===== src/rtl/hash_pkg.sv =====
`default_nettype none
// ============================================================================
// Module   : hash_pkg
// Purpose  : Shared widths, FSM states, SHA-256 constants and 1-bit FA cell.
// Revision : 1.0
// ============================================================================
package hash_pkg;

    localparam int WORD_W = 32;

    typedef enum logic [1:0] {
        S_ACC = 2'd0,
        S_RES = 2'd1,
        S_OUT = 2'd2
    } state_e;

    localparam logic [WORD_W-1:0] C_SHA_H0 = 32'h6A09E667;
    localparam logic [WORD_W-1:0] C_SHA_H1 = 32'hBB67AE85;

    // Full-adder cell shared by the CSA row and the ripple resolver: {carry, sum}
    function automatic logic [1:0] fa(input logic a, input logic b, input logic c);
        return {(a & b) | (a & c) | (b & c), a ^ b ^ c};
    endfunction

endpackage
`default_nettype wire


===== src/rtl/word_sum_accumulator_csa_row.sv =====
`default_nettype none
// ============================================================================
// Module   : word_sum_accumulator_csa_row
// Purpose  : WIDTH parallel 3:2 compressor cells (unshifted carry vector).
// Revision : 1.0
// ============================================================================
module word_sum_accumulator_csa_row
    import hash_pkg::*;
#(
    parameter int WIDTH = WORD_W
) (
    input  logic [WIDTH-1:0] a_i,
    input  logic [WIDTH-1:0] b_i,
    input  logic [WIDTH-1:0] c_i,
    output logic [WIDTH-1:0] sum_o,
    output logic [WIDTH-1:0] carry_o
);

    for (genvar i = 0; i < WIDTH; i++) begin : g_cell
        assign {carry_o[i], sum_o[i]} = fa(a_i[i], b_i[i], c_i[i]);
    end

endmodule
`default_nettype wire


===== src/rtl/word_sum_accumulator.sv =====
`default_nettype none
// ============================================================================
// Module   : word_sum_accumulator
// Purpose  : Carry-save multi-operand adder with ripple resolve and
//            valid/ready result port.
// Revision : 1.0
// ============================================================================
module word_sum_accumulator
    import hash_pkg::*;
#(
    parameter int WIDTH = WORD_W,
    parameter int CNT_W = 4
) (
    input  logic             clk,
    input  logic             rst_n,
    input  logic             in_valid,
    input  logic [WIDTH-1:0] in_data,
    input  logic             in_last,
    output logic             in_ready,
    output logic             out_valid,
    output logic [WIDTH-1:0] out_data,
    output logic             out_overflow,
    output logic [CNT_W-1:0] out_count,
    input  logic             out_ready
);

    localparam logic [CNT_W-1:0] CNT_MAX = '1;

    state_e           state_q, state_d;
    logic [WIDTH-1:0] s_q, s_d, c_q, c_d;
    logic             ovf_q, ovf_d;
    logic [CNT_W-1:0] cnt_q, cnt_d;
    logic             out_valid_q, out_valid_d;
    logic [WIDTH-1:0] out_data_q, out_data_d;
    logic             out_ovf_q, out_ovf_d;
    logic [CNT_W-1:0] out_cnt_q, out_cnt_d;

    logic [WIDTH-1:0] csa_sum, csa_carry;
    logic [WIDTH-1:0] rip_sum;
    logic [WIDTH:0]   rip_c;

    word_sum_accumulator_csa_row #(.WIDTH(WIDTH)) u_csa (
        .a_i     (s_q),
        .b_i     (c_q),
        .c_i     (in_data),
        .sum_o   (csa_sum),
        .carry_o (csa_carry)
    );

    assign rip_c[0] = 1'b0;
    for (genvar i = 0; i < WIDTH; i++) begin : g_ripple
        assign {rip_c[i+1], rip_sum[i]} = fa(s_q[i], c_q[i], rip_c[i]);
    end

    always_ff @(posedge clk or negedge rst_n) begin
        if (!rst_n) begin
            state_q     <= S_ACC;
            s_q         <= '0;
            c_q         <= '0;
            ovf_q       <= 1'b0;
            cnt_q       <= '0;
            out_valid_q <= 1'b0;
            out_data_q  <= '0;
            out_ovf_q   <= 1'b0;
            out_cnt_q   <= '0;
        end else begin
            state_q     <= state_d;
            s_q         <= s_d;
            c_q         <= c_d;
            ovf_q       <= ovf_d;
            cnt_q       <= cnt_d;
            out_valid_q <= out_valid_d;
            out_data_q  <= out_data_d;
            out_ovf_q   <= out_ovf_d;
            out_cnt_q   <= out_cnt_d;
        end
    end

    always_comb begin
        state_d     = state_q;
        s_d         = s_q;
        c_d         = c_q;
        ovf_d       = ovf_q;
        cnt_d       = cnt_q;
        out_valid_d = out_valid_q;
        out_data_d  = out_data_q;
        out_ovf_d   = out_ovf_q;
        out_cnt_d   = out_cnt_q;
        case (state_q)
            S_ACC: begin
                if (in_valid) begin
                    s_d   = csa_sum;
                    c_d   = {csa_carry[WIDTH-2:0], 1'b0};
                    // The carry shifted out of the MSB is a lost 2^WIDTH term
                    ovf_d = ovf_q | csa_carry[WIDTH-1];
                    cnt_d = (cnt_q == CNT_MAX) ? cnt_q : cnt_q + 1'b1;
                    if (in_last) begin
                        state_d = S_RES;
                    end
                end
            end
            S_RES: begin
                out_data_d  = rip_sum;
                out_ovf_d   = ovf_q | rip_c[WIDTH];
                out_cnt_d   = cnt_q;
                out_valid_d = 1'b1;
                s_d         = '0;
                c_d         = '0;
                ovf_d       = 1'b0;
                cnt_d       = '0;
                state_d     = S_OUT;
            end
            S_OUT: begin
                if (out_ready) begin
                    out_valid_d = 1'b0;
                    state_d     = S_ACC;
                end
            end
            default: state_d = S_ACC;
        endcase
    end

    assign in_ready     = (state_q == S_ACC);
    assign out_valid    = out_valid_q;
    assign out_data     = out_data_q;
    assign out_overflow = out_ovf_q;
    assign out_count    = out_cnt_q;

endmodule
`default_nettype wire

===== config.mk =====
export PLATFORM = sky130hd
export DESIGN_NAME = word_sum_accumulator
export DESIGN_NICKNAME = d
export VERILOG_FILES = /design/src/rtl/hash_pkg.sv /design/src/rtl/word_sum_accumulator_csa_row.sv /design/src/rtl/word_sum_accumulator.sv
export SDC_FILE = /design/constraint.sdc
export NUM_CORES = 1
export LEC_CHECK = 0
export BUFFER_PORTS_ARGS = -buffer_cell sky130_fd_sc_hd__buf_2
export CORE_MARGIN = 2
export CORE_UTILIZATION = 58
export DETAILED_ROUTE_END_ITERATION = 10
export PLACE_DENSITY = 0.81
export SLEW_MARGIN = 10
export SYNTH_ARGS = -nofsm -noshare
export SYNTH_HDL_FRONTEND = slang
export SYNTH_SLANG_ARGS = --single-unit

===== constraint.sdc =====
create_clock -name clk -period 17.4 [get_ports clk]
set_input_delay 0.87 -clock clk [delete_from_list [all_inputs] [get_ports clk]]
set_output_delay 0.87 -clock clk [all_outputs]
set_load 0.01 [all_outputs]

==> flow_summary.json, run 1 <==
{
  "dr.pass1.iters": 4,
  "worstHoldPathCells": 2,
  "holdCritStartpoint": "out_data[7]",
  "cap_violations": 0,
  "crit_type": "reg -> reg",
  "grt_max_degree": 105,
  "finalSetupTns_ns": 0,
  "postCtsHoldBufs": 0,
  "synthTopCellsByCount": "nand2_1, dfrtp_1, fa_1, nand3_1, buf_2",
  "cts_max_level": 3,
  "grt_busiest_layer": "met2",
  "cts_buffers": 9,
  "synthCells": 531,
  "final_layout_size_suffix_gt1_share_pct": 16.4,
  "gr-usage-met2_pct": 37.2,
  "hpwlAfterDp_um": 7080,
  "startpoint_type": "flip-flop",
  "numPortBuffers": 75,
  "synth-simple-area-share_pct": 22.8,
  "peakVddDrop_uv": 88.9,
  "crit_top_cell": "fa_1",
  "relSlewSlack_pct": 29.0,
  "post-cts-setup-buffers": 0,
  "fp.coreArea_um2": 9240,
  "hold_class": "reg -> reg",
  "rr_startpoint": "s_q[1]",
  "yosys_warnings": 0,
  "synth_nets": 632,
  "worst-r2r-cell-count": 33,
  "power.density_nw_per_um2": 159,
  "initial_core_util_pct": 59.6,
  "grtUsageTotal_pct": 23.0,
  "grt_overflow": 0,
  "run_status": "finished clean",
  "cp.required_ns": 17.65,
  "rsz0062_at_grt": "no",
  "wl_um": 10500,
  "final_nets": 690,
  "synth_top_family_by_area": "adder cells",
  "post-route-util_pct": 66.3,
  "n_fill_cell": 749,
  "hold_violations": 0,
  "yosys-top-cells-area": "dfrtp_1, fa_1, nand2_1",
  "drt_iter0_markers": 124,
  "yosysTopAreaCell": "dfrtp_1",
  "wl_per_cell_um": 14.5,
  "yosysSeqAreaShare_pct": 49.1,
  "holdWs_ns": 0.477,
  "fmax_ghz": 0.0777,
  "arrival_ns": 13.12,
  "antenna_cells": 0,
  "async_reset_ff_share_pct": 100,
  "ios": 76,
  "clockRootBuffer": "clkbuf_8",
  "use_met1_pct": 32.4,
  "synth_compound_area_share_pct": 1.41,
  "synth.most_common_cell": "nand2_1",
  "die_y_um": 101,
  "skew_ns": 0.0127,
  "critPathMaxFanout": 3,
  "cts_tree": "yes",
  "drc": 0,
  "synth_seq_cells": 108,
  "synthAdderAreaFrac_pct": 22.8,
  "clk_pin_slew_ns": 0.10,
  "tightest_slew_ns": 1.07,
  "yosysTopAreaCellShare_pct": 49.1,
  "dieArea_um2": 10300,
  "cts_sinks": 108,
  "clk_path_buf_depth": 2,
  "syn_to_final_growth_pct": 11.2,
  "ys.flop_type": "dfrtp_1",
  "viasPerCell": 5.22,
  "grt_antenna_before_repair": 0,
  "final_antenna_net_count": 0,
  "synthXorXnorAreaFrac_pct": 0,
  "synthMuxAreaShare_pct": 0.545,
  "vias": 3771,
  "fin_crit_sh_pct": 74.0,
  "use_met3_pct": 5.18,
  "rows": 35,
  "leakagePower_nw": 3.31,
  "clock_latency_ns": 0.36,
  "synth_area_per_cell_um2": 10.4,
  "worst_setup_path_end_kind": "flip-flop",
  "period_needed_ns": 12.87,
  "setup_viol": 0,
  "synth-edff-count": 0,
  "dieWidth_um": 101,
  "startpoint": "s_q[1]",
  "drv_slew": 0,
  "routabilityCongestion": 0.761,
  "synthDistinctLibCells": 25,
  "slowest_delay_ns": 0.43,
  "cts_resized": 0,
  "synth_area_um2": 5510,
  "grt_pass1_wl_um": 18800,
  "first_global_vias": 4025,
  "slowest_stage": "dfrtp_1"
}
-- registers in the layout (all words and copies together), names as in the netlist --
signal        flops
out_data         32
s_q              32
c_q              31
cnt_q             4
out_count         4
state_q           2
out_overflow      1
out_valid         1
ovf_q             1
-- through the flow --
stage | total power [mW] | worst slack [ns] | cells | cell area [um^2]
after detailed placement | 0.827 | 4.54 | 707 | 5940
after floorplan | 0.695 | 5.14 | 531 | 5510
after global routing | 1.07 | 4.15 | 722 | 6130
final | 0.972 | 4.53 | 722 | 6130
after CTS | 0.981 | 4.52 | 722 | 6130
after global placement | 0.791 | 4.77 | 707 | 5940
-- layout by cell type, fill, tap and decap left out --
| cell | instances |
|---|---|
| nand2_1 | 233 |
| dfrtp_1 | 108 |
| buf_2 | 74 |
| nand3_1 | 61 |
| fa_1 | 61 |
| clkbuf_8 | 10 |
| inv_1 | 7 |
| nor2_1 | 5 |
| o21ai_0 | 4 |
| buf_4 | 4 |
| a21oi_1 | 3 |
| mux2i_1 | 3 |
| ha_1 | 3 |
| o31ai_1 | 2 |
| clkinvlp_4 | 2 |
| nor3b_4 | 1 |
| or3b_2 | 1 |
| nand2b_4 | 1 |
| nor2b_4 | 1 |
| and4_1 | 1 |
| nor3_1 | 1 |
| a31oi_4 | 1 |
| and2_1 | 1 |
| nand4_1 | 1 |
| a31oi_1 | 1 |
| bufinv_16 | 1 |
| clkbuf_1 | 1 |
| clkinv_2 | 1 |
-- logic make-up (layout without fill, tap and decap cells) --
logic type,count (synthesis),count (layout)
simple gates,307,307
flops,108,108
fa+ha+maj,64,64
buf+inv,38,100
compound gates,11,11
mux,3,3
-- worst paths after layout --
| kind | endpoint | slack (ns) |
|---|---|---|
| setup / recovery | out_data[31] | 4.53 |
| hold / removal | out_data[7] | 0.48 |
| setup reg to reg | out_data[31] | 4.53 |
| hold reg to reg | out_data[7] | 0.48 |
| max in group asynchronous | s_q[20] | 15.71 |
| min in group asynchronous | out_data[5] | 0.49 |
-- per-layer routing --
layer  share of wire [%]  vias to the layer above
li1                    -                     1776
met4                0.91                        0
met2                  50                       83
met5                   0                        -
met1                  45                     1900
met3                 4.5                       12
-- critical path, delay by kind of cell, from the launching register on --
| kind | cells | cell delay [ns] |
|---|---|---|
| compound gates | 1 | 0.18 |
| fa+ha+maj | 31 | 12.03 |
| flops | 1 | 0.43 |
| buf+inv | 1 | 0.09 |
-- layout make-up --
type | instances | area (um^2) | area share (%)
tap | 129 | 161 | 2.63
timing repair buffer | 78 | 400 | 6.53
clock inverter | 4 | 50.0 | 0.817
clock buffer | 11 | 141 | 2.31
inverter | 7 | 26.3 | 0.429
multi-input combinational | 385 | 2650 | 43.2
sequential | 108 | 2700 | 44.1
-- where the power goes --
| part | switching (mW) | internal [mW] | total, mW |
|---|---|---|---|
| registers | 0.112 | 0.357 | 0.469 |
| logic | 0.192 | 0.159 | 0.351 |
| clock network | 0.0825 | 0.0697 | 0.152 |
| total | 0.387 | 0.585 | 0.972 |
No activity file was read; power rests on OpenSTA's default activity.
==> run 2, diff against run 1 <==
Settings changed: ABC_AREA set to 1.
Clock period 17.4 ns to 12.7 ns, I/O delays scaled along.
==> flow_summary.json, run 2 <==
{
  "final_nets": 698,
  "wl_per_cell_um": 14.9,
  "clk_path_buf_depth": 2,
  "rows": 35,
  "synthDistinctLibCells": 19,
  "tightest_slew_ns": 0.955,
  "dieArea_um2": 10300,
  "synth.most_common_cell": "nand2_1",
  "peakVddDrop_uv": 117,
  "worst-r2r-cell-count": 33,
  "holdWs_ns": 0.286,
  "rsz0062_at_grt": "no",
  "hold_violations": 0,
  "critPathMaxFanout": 2,
  "period_needed_ns": 12.32,
  "cts_tree": "yes",
  "reg2reg_to": "out_data[31]",
  "rr_startpoint": "s_q[1]",
  "relSlewSlack_pct": 36.2,
  "setup_viol": 0,
  "initial_core_util_pct": 59.5,
  "routabilityCongestion": 0.796,
  "synthTopCellsByCount": "nand2_1, dfrtp_1, nand3_1, fa_1, buf_2",
  "dr.pass1.iters": 4,
  "drc": 0,
  "yosysTopAreaCellShare_pct": 49.1,
  "fmax_ghz": 0.0812,
  "arrival_ns": 12.60,
  "leakagePower_nw": 3.29,
  "hold_class": "in -> async",
  "final_antenna_net_count": 0,
  "run_status": "finished clean",
  "hpwlAfterDp_um": 7210,
  "layout_commonest_cell": "nand2_1",
  "startpoint_type": "flip-flop",
  "die_y_um": 101,
  "fp.coreArea_um2": 9240,
  "fin_crit_sh_pct": 97.0,
  "synthCells": 534,
  "startpoint": "s_q[1]",
  "yosys_warnings": 0,
  "vias": 3813,
  "skew_ns": 0.00525,
  "drv_slew": 0,
  "synth_area_per_cell_um2": 10.3,
  "first_global_vias": 3943,
  "slowest_stage": "fa_1",
  "ys.flop_type": "dfrtp_1",
  "yosysSeqAreaShare_pct": 49.1,
  "crit_top_cell": "fa_1",
  "grtUsageTotal_pct": 23.2,
  "yosys-top-cells-area": "dfrtp_1, fa_1, nand2_1",
  "antenna_cells": 0,
  "clk_pin_slew_ns": 0.09,
  "cts_max_level": 3,
  "async_reset_ff_share_pct": 100,
  "post-route-util_pct": 66.2,
  "final_layout_size_suffix_gt1_share_pct": 18.2,
  "regToRegSetupSlack_ns": 0.38,
  "clockRootBuffer": "clkbuf_8",
  "cap_violations": 0,
  "cp.required_ns": 12.98,
  "ios": 76,
  "cts_sinks": 108,
  "numPortBuffers": 75,
  "mostFrequentLayoutCells": "nand2_1, dfrtp_1, buf_2",
  "worst_setup_path_end_kind": "flip-flop",
  "dieWidth_um": 101,
  "grt_overflow": 0,
  "cts_buffers": 9,
  "clock_latency_ns": 0.36,
  "synth-edff-count": 0,
  "dpl_cell_area_um2": 5910,
  "synth_nets": 635,
  "design_area_um2": 6120,
  "crit_type": "reg -> reg",
  "grt_pass1_wl_um": 18300,
  "grt_max_degree": 65,
  "power.density_nw_per_um2": 217,
  "slowest_delay_ns": 0.41,
  "viasPerCell": 5.23,
  "syn_to_final_growth_pct": 11.2,
  "drt_iter0_markers": 178,
  "synth_area_um2": 5500,
  "yosysTopAreaCell": "dfrtp_1",
  "synth_seq_cells": 108,
  "wl_um": 10800,
  "grt_antenna_before_repair": 0
}
==> run 2: cell families after synthesis <==
family / after synthesis / synth area share (%)
adder cells (fa/ha/maj): 64 / 22.9
buffers and inverters: 39 / 3.75
AND/OR/NAND/NOR: 312 / 23.2
flip-flops: 108 / 49.1
AO/OA/AOI/OAI: 11 / 1.02
==> run 2: power by group <==
group          leakage (nW)  internal [mW]  switching (mW)  total, mW
clock                0.0825         0.0896           0.110      0.199
combinational          1.82          0.226           0.267      0.493
sequential             1.39          0.486           0.150      0.636
total                  3.29          0.802           0.526       1.33
==> run 2: routing by layer <==
metal | track usage [%] | routed length (um)
met5 | 0 | 0
met4 | 8.11 | 247
met3 | 6.00 | 531
met2 | 37.9 | 5420
met1 | 30.5 | 4630
==> run 2: timing repair <==
action / CTS / global route
endpoints found under the setup margin: 1 / 3
setup buffers: 1 / 0
hold buffers: 0 / 0
gates resized for setup: 3 / 9
pin swaps: 0 / 0
==> run 2: worst max-delay path by stage <==
stage / endpoint / slack [ns] / cells past startpoint
after global routing: out_data[31] / 0.04 / 33
after CTS: out_data[31] / 0.006 / 33
after global placement: out_data[31] / 0.07 / 33
final: out_data[31] / 0.38 / 33
after floorplan: out_data[31] / 0.44 / 33
after detailed placement: out_data[31] / -0.18 / 33
==> run 2: worst max-delay path: cells and delay by family (launching register included) <==
family	cells	cell delay (ns)
buf+inv	1	0.07
fa+ha+maj	31	11.61
compound gates	1	0.13
flops	1	0.39
==> run 2: area by class of cell <==
cell class	instances	area, um^2
inverter	12	48.8
timing repair buffer	79	408
fill	738	3120
tap	129	161
clock inverter	2	37.5
clock buffer	12	135
multi-input combinational	387	2620
sequential	108	2700
==> run 2: stage by stage <==
stage | total power, mW | setup WS [ns] | instances | TNS (ns)
final | 1.33 | 0.382 | 729 | 0
after global routing | 1.46 | 0.0420 | 729 | 0
after CTS | 1.33 | 0.00554 | 729 | 0
after detailed placement | 1.13 | -0.180 | 714 | -0.180
after global placement | 1.08 | 0.0692 | 714 | 0
after floorplan | 0.949 | 0.444 | 534 | 0
